`src/rtl/thresholding_sched_pkg.sv`:
```
// Shared types and helpers for the thresholding scheduler.
package thresholding_sched_pkg;

  typedef enum logic [1:0] {
    RUN    = 2'd0,
    DRAIN  = 2'd1,
    CONFIG = 2'd2
  } state_t;

  // The output FIFO must hold every in-flight core result plus one: FD >= N + FD_MIN_MARGIN.
  localparam int unsigned FD_MIN_MARGIN = 1;

  function automatic int unsigned clog2_min1(input int unsigned v);
    return (v <= 1) ? 1 : $clog2(v);
  endfunction

endpackage

```
`src/rtl/thresholding_sched_fifo.sv`:
```
// First-word-fall-through FIFO with occupancy count; push into a full FIFO is legal only with a pop.
module thresholding_sched_fifo
  import thresholding_sched_pkg::*;
#(
  parameter  int unsigned W  = 4,
  parameter  int unsigned D  = 6,
  localparam int unsigned AW = clog2_min1(D),
  localparam int unsigned CW = $clog2(D + 1)
) (
  input  logic          clk,
  input  logic          rst,
  input  logic          push,
  input  logic [W-1:0]  din,
  input  logic          pop,
  output logic [W-1:0]  dout,
  output logic          empty,
  output logic [CW-1:0] count
);

  logic [W-1:0]  mem [D];
  logic [AW-1:0] rd_ptr;
  logic [AW-1:0] wr_ptr;
  logic          full;
  logic          do_push;
  logic          do_pop;

  function automatic logic [AW-1:0] ptr_inc(input logic [AW-1:0] p);
    return (p == AW'(D - 1)) ? '0 : p + 1'b1;
  endfunction

  assign empty   = (count == '0);
  assign full    = (count == CW'(D));
  assign do_pop  = pop && !empty;
  assign do_push = push && (!full || do_pop);
  assign dout    = mem[rd_ptr];

  always_ff @(posedge clk) begin
    if (do_push) mem[wr_ptr] <= din;
  end

  always_ff @(posedge clk) begin
    if (rst) begin
      rd_ptr <= '0;
      wr_ptr <= '0;
      count  <= '0;
    end else begin
      if (do_push) wr_ptr <= ptr_inc(wr_ptr);
      if (do_pop)  rd_ptr <= ptr_inc(rd_ptr);
      case ({do_push, do_pop})
        2'b10:   count <= count + 1'b1;
        2'b01:   count <= count - 1'b1;
        default: ;
      endcase
    end
  end

  always_ff @(posedge clk) begin
    if (!rst) assert (!(push && full && !do_pop));
  end

endmodule

```
`src/rtl/thresholding_sched.sv`:
```
// Valid/ready scheduler around a thresholding core: credit-based input flow, drain-then-configure FSM.
// Optional statistics ports are enabled by defining THRESHOLDING_SCHED_STATS_EN.
module thresholding_sched
  import thresholding_sched_pkg::*;
#(
  parameter  int unsigned N      = 4,
  parameter  int unsigned M      = 8,
  parameter  int unsigned C      = 1,
  parameter  int unsigned O_BITS = N,
  parameter  int unsigned FD     = N + 2,
  localparam int unsigned C_BITS = clog2_min1(C),
  localparam int unsigned A_BITS = $clog2(C) + N
) (
  input  logic                clk,
  input  logic                rst,
  input  logic                s_vld,
  output logic                s_rdy,
  input  logic signed [M-1:0] s_dat,
  output logic                m_vld,
  input  logic                m_rdy,
  output logic [O_BITS-1:0]   m_dat,
  input  logic                cfg_vld,
  output logic                cfg_rdy,
  input  logic                cfg_last,
  input  logic [A_BITS-1:0]   cfg_adr,
  input  logic [M-1:0]        cfg_dat,
  output logic                core_twe,
  output logic [A_BITS-1:0]   core_twa,
  output logic [M-1:0]        core_twd,
  output logic                core_en,
  output logic                core_ivld,
  output logic [C_BITS-1:0]   core_icnl,
  output logic signed [M-1:0] core_idat,
  input  logic                core_ovld,
  input  logic [O_BITS-1:0]   core_odat,
  output logic                busy
`ifdef THRESHOLDING_SCHED_STATS_EN
  ,
  output logic [31:0]         stall_cnt,
  output logic [15:0]         cfg_cnt
`endif
);

  localparam int unsigned CW   = $clog2(FD + 1);
  localparam logic [CW:0] FD_L = (CW + 1)'(FD);

  state_t            state;
  logic [C_BITS-1:0] chan;
  logic [CW-1:0]     inflight;
  logic [CW-1:0]     fifo_cnt;
  logic [CW:0]       used;
  logic              fifo_empty;
  logic              accept;
  logic              cfg_hs;

  // Credits remain while FIFO occupancy plus in-flight samples is below FD.
  assign used    = {1'b0, fifo_cnt} + {1'b0, inflight};
  assign s_rdy   = !rst && (state == RUN) && (used < FD_L) && !cfg_vld;
  assign accept  = s_vld && s_rdy;
  assign cfg_rdy = !rst && (state == CONFIG);
  assign cfg_hs  = cfg_vld && cfg_rdy;
  assign busy    = !rst && (state != RUN);

  assign core_en   = 1'b1;
  assign core_ivld = accept;
  assign core_idat = s_dat;
  assign core_icnl = chan;
  assign core_twe  = cfg_hs;
  assign core_twa  = cfg_adr;
  assign core_twd  = cfg_dat;
  assign m_vld     = !fifo_empty;

  always_ff @(posedge clk) begin
    if (rst) begin
      state    <= RUN;
      chan     <= '0;
      inflight <= '0;
    end else begin
      if (accept) chan <= (chan == C_BITS'(C - 1)) ? '0 : chan + 1'b1;
      case ({accept, core_ovld})
        2'b10:   inflight <= inflight + 1'b1;
        2'b01:   inflight <= inflight - 1'b1;
        default: ;
      endcase
      case (state)
        RUN:     if (cfg_vld) state <= DRAIN;
        DRAIN:   if (inflight == '0) state <= CONFIG;
        CONFIG:  if (cfg_hs && cfg_last) begin
                   state <= RUN;
                   chan  <= '0;
                 end
        default: state <= RUN;
      endcase
    end
  end

  thresholding_sched_fifo #(
    .W (O_BITS),
    .D (FD)
  ) u_fifo (
    .clk   (clk),
    .rst   (rst),
    .push  (core_ovld),
    .din   (core_odat),
    .pop   (m_vld && m_rdy),
    .dout  (m_dat),
    .empty (fifo_empty),
    .count (fifo_cnt)
  );

  always_ff @(posedge clk) begin
    if (rst) assert (FD >= N + FD_MIN_MARGIN);
    else     assert (!(core_ovld && !accept && (inflight == '0)));
  end

`ifdef THRESHOLDING_SCHED_STATS_EN
  always_ff @(posedge clk) begin
    if (rst) begin
      stall_cnt <= '0;
      cfg_cnt   <= '0;
    end else begin
      if (s_vld && !s_rdy && (stall_cnt != '1)) stall_cnt <= stall_cnt + 1'b1;
      if (cfg_hs && cfg_last && (cfg_cnt != '1)) cfg_cnt <= cfg_cnt + 1'b1;
    end
  end
`endif

endmodule

```
`config.mk`:
```
export PLATFORM = sky130hd
export DESIGN_NAME = thresholding_sched
export DESIGN_NICKNAME = d
export VERILOG_FILES = /design/src/rtl/thresholding_sched_pkg.sv /design/src/rtl/thresholding_sched_fifo.sv /design/src/rtl/thresholding_sched.sv
export SDC_FILE = /design/constraint.sdc
export NUM_CORES = 1
export LEC_CHECK = 0
export CAP_MARGIN = 10
export CORE_MARGIN = 3
export CORE_UTILIZATION = 40
export CTS_CLUSTER_SIZE = 25
export DETAILED_ROUTE_END_ITERATION = 16
export PLACE_DENSITY = 0.7
export SETUP_SLACK_MARGIN = 0.4
export SLEW_MARGIN = 20
export SYNTH_ARGS = -nofsm -noshare
export SYNTH_HDL_FRONTEND = slang
export SYNTH_SLANG_ARGS = --single-unit
export TNS_END_PERCENT = 5
```
`constraint.sdc`:
```
create_clock -name clk -period 3.58 [get_ports clk]
set_clock_uncertainty 0.1 [all_clocks]
set_input_delay 0.716 -clock clk [delete_from_list [all_inputs] [get_ports clk]]
set_output_delay 0.716 -clock clk [all_outputs]
set_load 0.01 [all_outputs]
```
==> flow_summary.ini <==
[setup_path]
criticalPathCategory = reg2out
cp-startpoint = u_fifo.count[0]$_SDFFE_PP0P_
path_cells = inv_1 > nor2_1 > fa_1 > a211oi_4 > and3_1 > dlygate4sd2_1
critical_path_arrival_ns = 2.20
start_kind = flip-flop
r2r-end = inflight[2]$_SDFFE_PP0P_
crit_required_ns = 2.76
cp_num_buf_inv = 2
r2r_cells = 12
slowest_delay_ns = 0.47
rrSetupSlack_ns = 0.80
r2r-start = u_fifo.count[0]$_SDFFE_PP0P_
end_kind = primary output
slowest_stage = dfxtp_1
cp_top_family = flip-flops
crit_fanout = 8

[clock_network]
cts_max_level = 2
clock-root-buffer = clkbuf_8
cts_buffers = 5
clock_path_buffers = 2
cts_tree = built
clk_pin_slew_ns = 0.08
ctsHoldBuffers = 0
clock_latency_ns = 0.29
clock-sinks = 42

[floorplanning]
pin_count = 63
fp.dieW_um = 77.01
die-area_um2 = 5931
die_h_um = 77.01
coreArea_um2 = 4786
initial_core_util = 0.4214
num_rows = 25

[synthesis]
yosys_register_bits = 42
synth_top_area_cell = edfxtp_1
yosysWarnings = 0
postSynth.asyncResetShare = 0
synth_edf_count = 24
synthCells = 172
synth_flop_cell = edfxtp_1
synth_top_area_frac = 0.3573
syn_avg_cell_area_um2 = 11.73
ys_seq_area_frac = 0.5360
synth.area.top_cells = edfxtp_1 (36%), dfxtp_1 (18%), buf_4 (7.8%)
syn_nets = 210
synth_area_um2 = 2017
yosysUniqueCellTypes = 37

[power_and_ir_drop]
p_leak_nw = 0.8094
ir_drop_mv = 0.3118
power_density_nw_per_um2 = 563.5

[run_status]
outcome = finished clean

[placed_design]
gp_congestion = 0.7639
place_area_um2 = 2166
dp_cells = 239
hpwlAfterDp_um = 2347
portBuffers = 21

[min_path]
holdPathStages = 2
hold_class = reg2reg
hp-start = u_fifo.rd_ptr[1]$_SDFFE_PP0P_

[global_routing]
grt_overflow = 0
grt_pass1_wl_um = 5837
grt_pass1_vias = 1189
grt_usage = 0.1270
grt_antenna_before_repair = 0
grt_max_degree = 15

[cells_and_area]
instances_no_fill = 247
fin_area_um2 = 2256
area_delta_synth_final_pct = 11.85
drive_gt1_frac = 0.1167
n_fill_cell = 432
layout.nets = 217
utilization = 0.4714
diodes = 0

[timing]
period_needed_ns = 3.014
max_freq_ghz = 0.3318
drv_slew = 0
min_period_over_period = 0.8419
tightestPinTransition_ns = 0.7061
hold-worst-slack_ns = 0.3890
tns_ns = 0
slew_headroom = 0.5256
report.final.setup_viol = 0
hold_violations = 0
rsz0062_at_grt = true

[drt]
dr.first_iter.drc_count = 85
wirelength_um = 3364
vias_per_cell = 4.806
first_pass_iters = 4
routedWlPerCell_um = 13.62
vias = 1187
ant_nets = 0
remaining_drc_errors = 0

[flow_run]
drv_cap = 0
==> where the power goes <==
part           internal [mW]  leakage (nW)  switching [mW]
Clock                  0.137        0.0441           0.165
Combinational          0.194         0.399           0.144
Sequential             0.556         0.366          0.0757
==> routing by layer <==
metal | routed length, um | GRT usage
met2 | 1585 | 0.2003
met1 | 1536 | 0.1592
met4 | 65 | 0.05338
met3 | 176 | 0.04343
met5 | 0 | 0
==> Yosys cell counts (2+ instances only) <==
master    instances
edfxtp_1         24
buf_4            21
nor2_1           19
dfxtp_1          18
a21oi_1          12
inv_1             8
o21ai_0           5
or3_1             5
xor2_1            5
ha_1              4
mux2i_1           4
mux4_2            4
nand2_1           4
nor3_1            4
fa_1              3
nand2b_1          3
and2_1            2
and3_1            2
buf_2             2
clkbuf_1          2
mux2_2            2
nand3_1           2
nor2b_1           2
nor4_1            2
==> flip-flops by register name (all words and copies together), names as in the netlist, named ones only <==
signal         count
core_icnl          1
inflight           3
state              2
u_fifo.count       3
u_fifo.mem        24
u_fifo.rd_ptr      3
u_fifo.wr_ptr      3
==> timing repair <==
action | in CTS | in global routing
resized for setup | 2 | 1
buffers inserted | 0 | 0
pin swaps | 1 | 1
endpoints found under the setup margin | 2 | 4
hold endpoints to repair | 0 | 0
==> worst min-delay path, stage by stage (launching register included) <==
cell,delay (ns)
dfxtp_1,0.32
nand2_1,0.05
a21oi_1,0.07
==> cells by family (layout without fill, tap and decap cells) <==
group,count (synthesis),in the layout,synth area share
and+or+nand+nor,51,51,0.1359
DFF,42,42,0.5360
buffers and inverters,33,41,0.1017
AOI/OAI and AO/OA,22,22,0.06824
muxes,10,10,0.07568
adders and majority gates,7,7,0.05459
xor gates and xnor gates,6,6,0.02605
other,1,1,0.001859
==> area by class of cell <==
type | instances | area (um2) | share of cell area
multi-input combinational | 97 | 730.7 | 0.3239
clock buffer | 5 | 68.82 | 0.03050
tap | 67 | 83.83 | 0.03716
timing repair buffer | 25 | 240.2 | 0.1065
clock inverter | 3 | 21.27 | 0.009429
inverter | 8 | 30.03 | 0.01331
sequential | 42 | 1081 | 0.4792
==> cells in the final DEF, fill, tap and decap left out, types with 2 or more instances in the layout <==
| cell type | n |
|---|---|
| buf_4 | 4 |
| nand2_1 | 4 |
| nand3_1 | 2 |
| edfxtp_1 | 24 |
| clkdlybuf4s50_1 | 18 |
| nor2_1 | 19 |
| xor2_1 | 5 |
| mux2i_1 | 4 |
| fa_1 | 3 |
| nor2b_1 | 2 |
| inv_1 | 8 |
| nor3_1 | 4 |
| and2_1 | 2 |
| clkbuf_8 | 5 |
| o21ai_0 | 5 |
| ha_1 | 4 |
| nor4_1 | 2 |
| or3_1 | 5 |
| mux2_2 | 2 |
| nand2b_1 | 3 |
| dlygate4sd2_1 | 2 |
| and3_1 | 2 |
| a21oi_1 | 12 |
| mux4_2 | 4 |
| dfxtp_1 | 18 |
==> worst max-delay path by stage <==
stage | endpoint | slack [ns] | cells after the start
after floorplan | inflight[2]$_SDFFE_PP0P_ | 0.93 | 9
after global placement | core_ivld | 0.12 | 5
after detailed placement | core_ivld | 0.11 | 5
after CTS | core_ivld | 0.43 | 5
after global routing | m_dat[2] | 0.38 | 4
final | core_ivld | 0.57 | 6
==> stage by stage <==
step | power, mW | setup WS (ns)
after floorplan | 0.8831 | 0.9335
after global placement | 0.9787 | 0.1235
after detailed placement | 0.9855 | 0.1103
after CTS | 1.286 | 0.4314
after global routing | 1.357 | 0.3824
final | 1.271 | 0.5661
(Power assumes the default switching activity.)
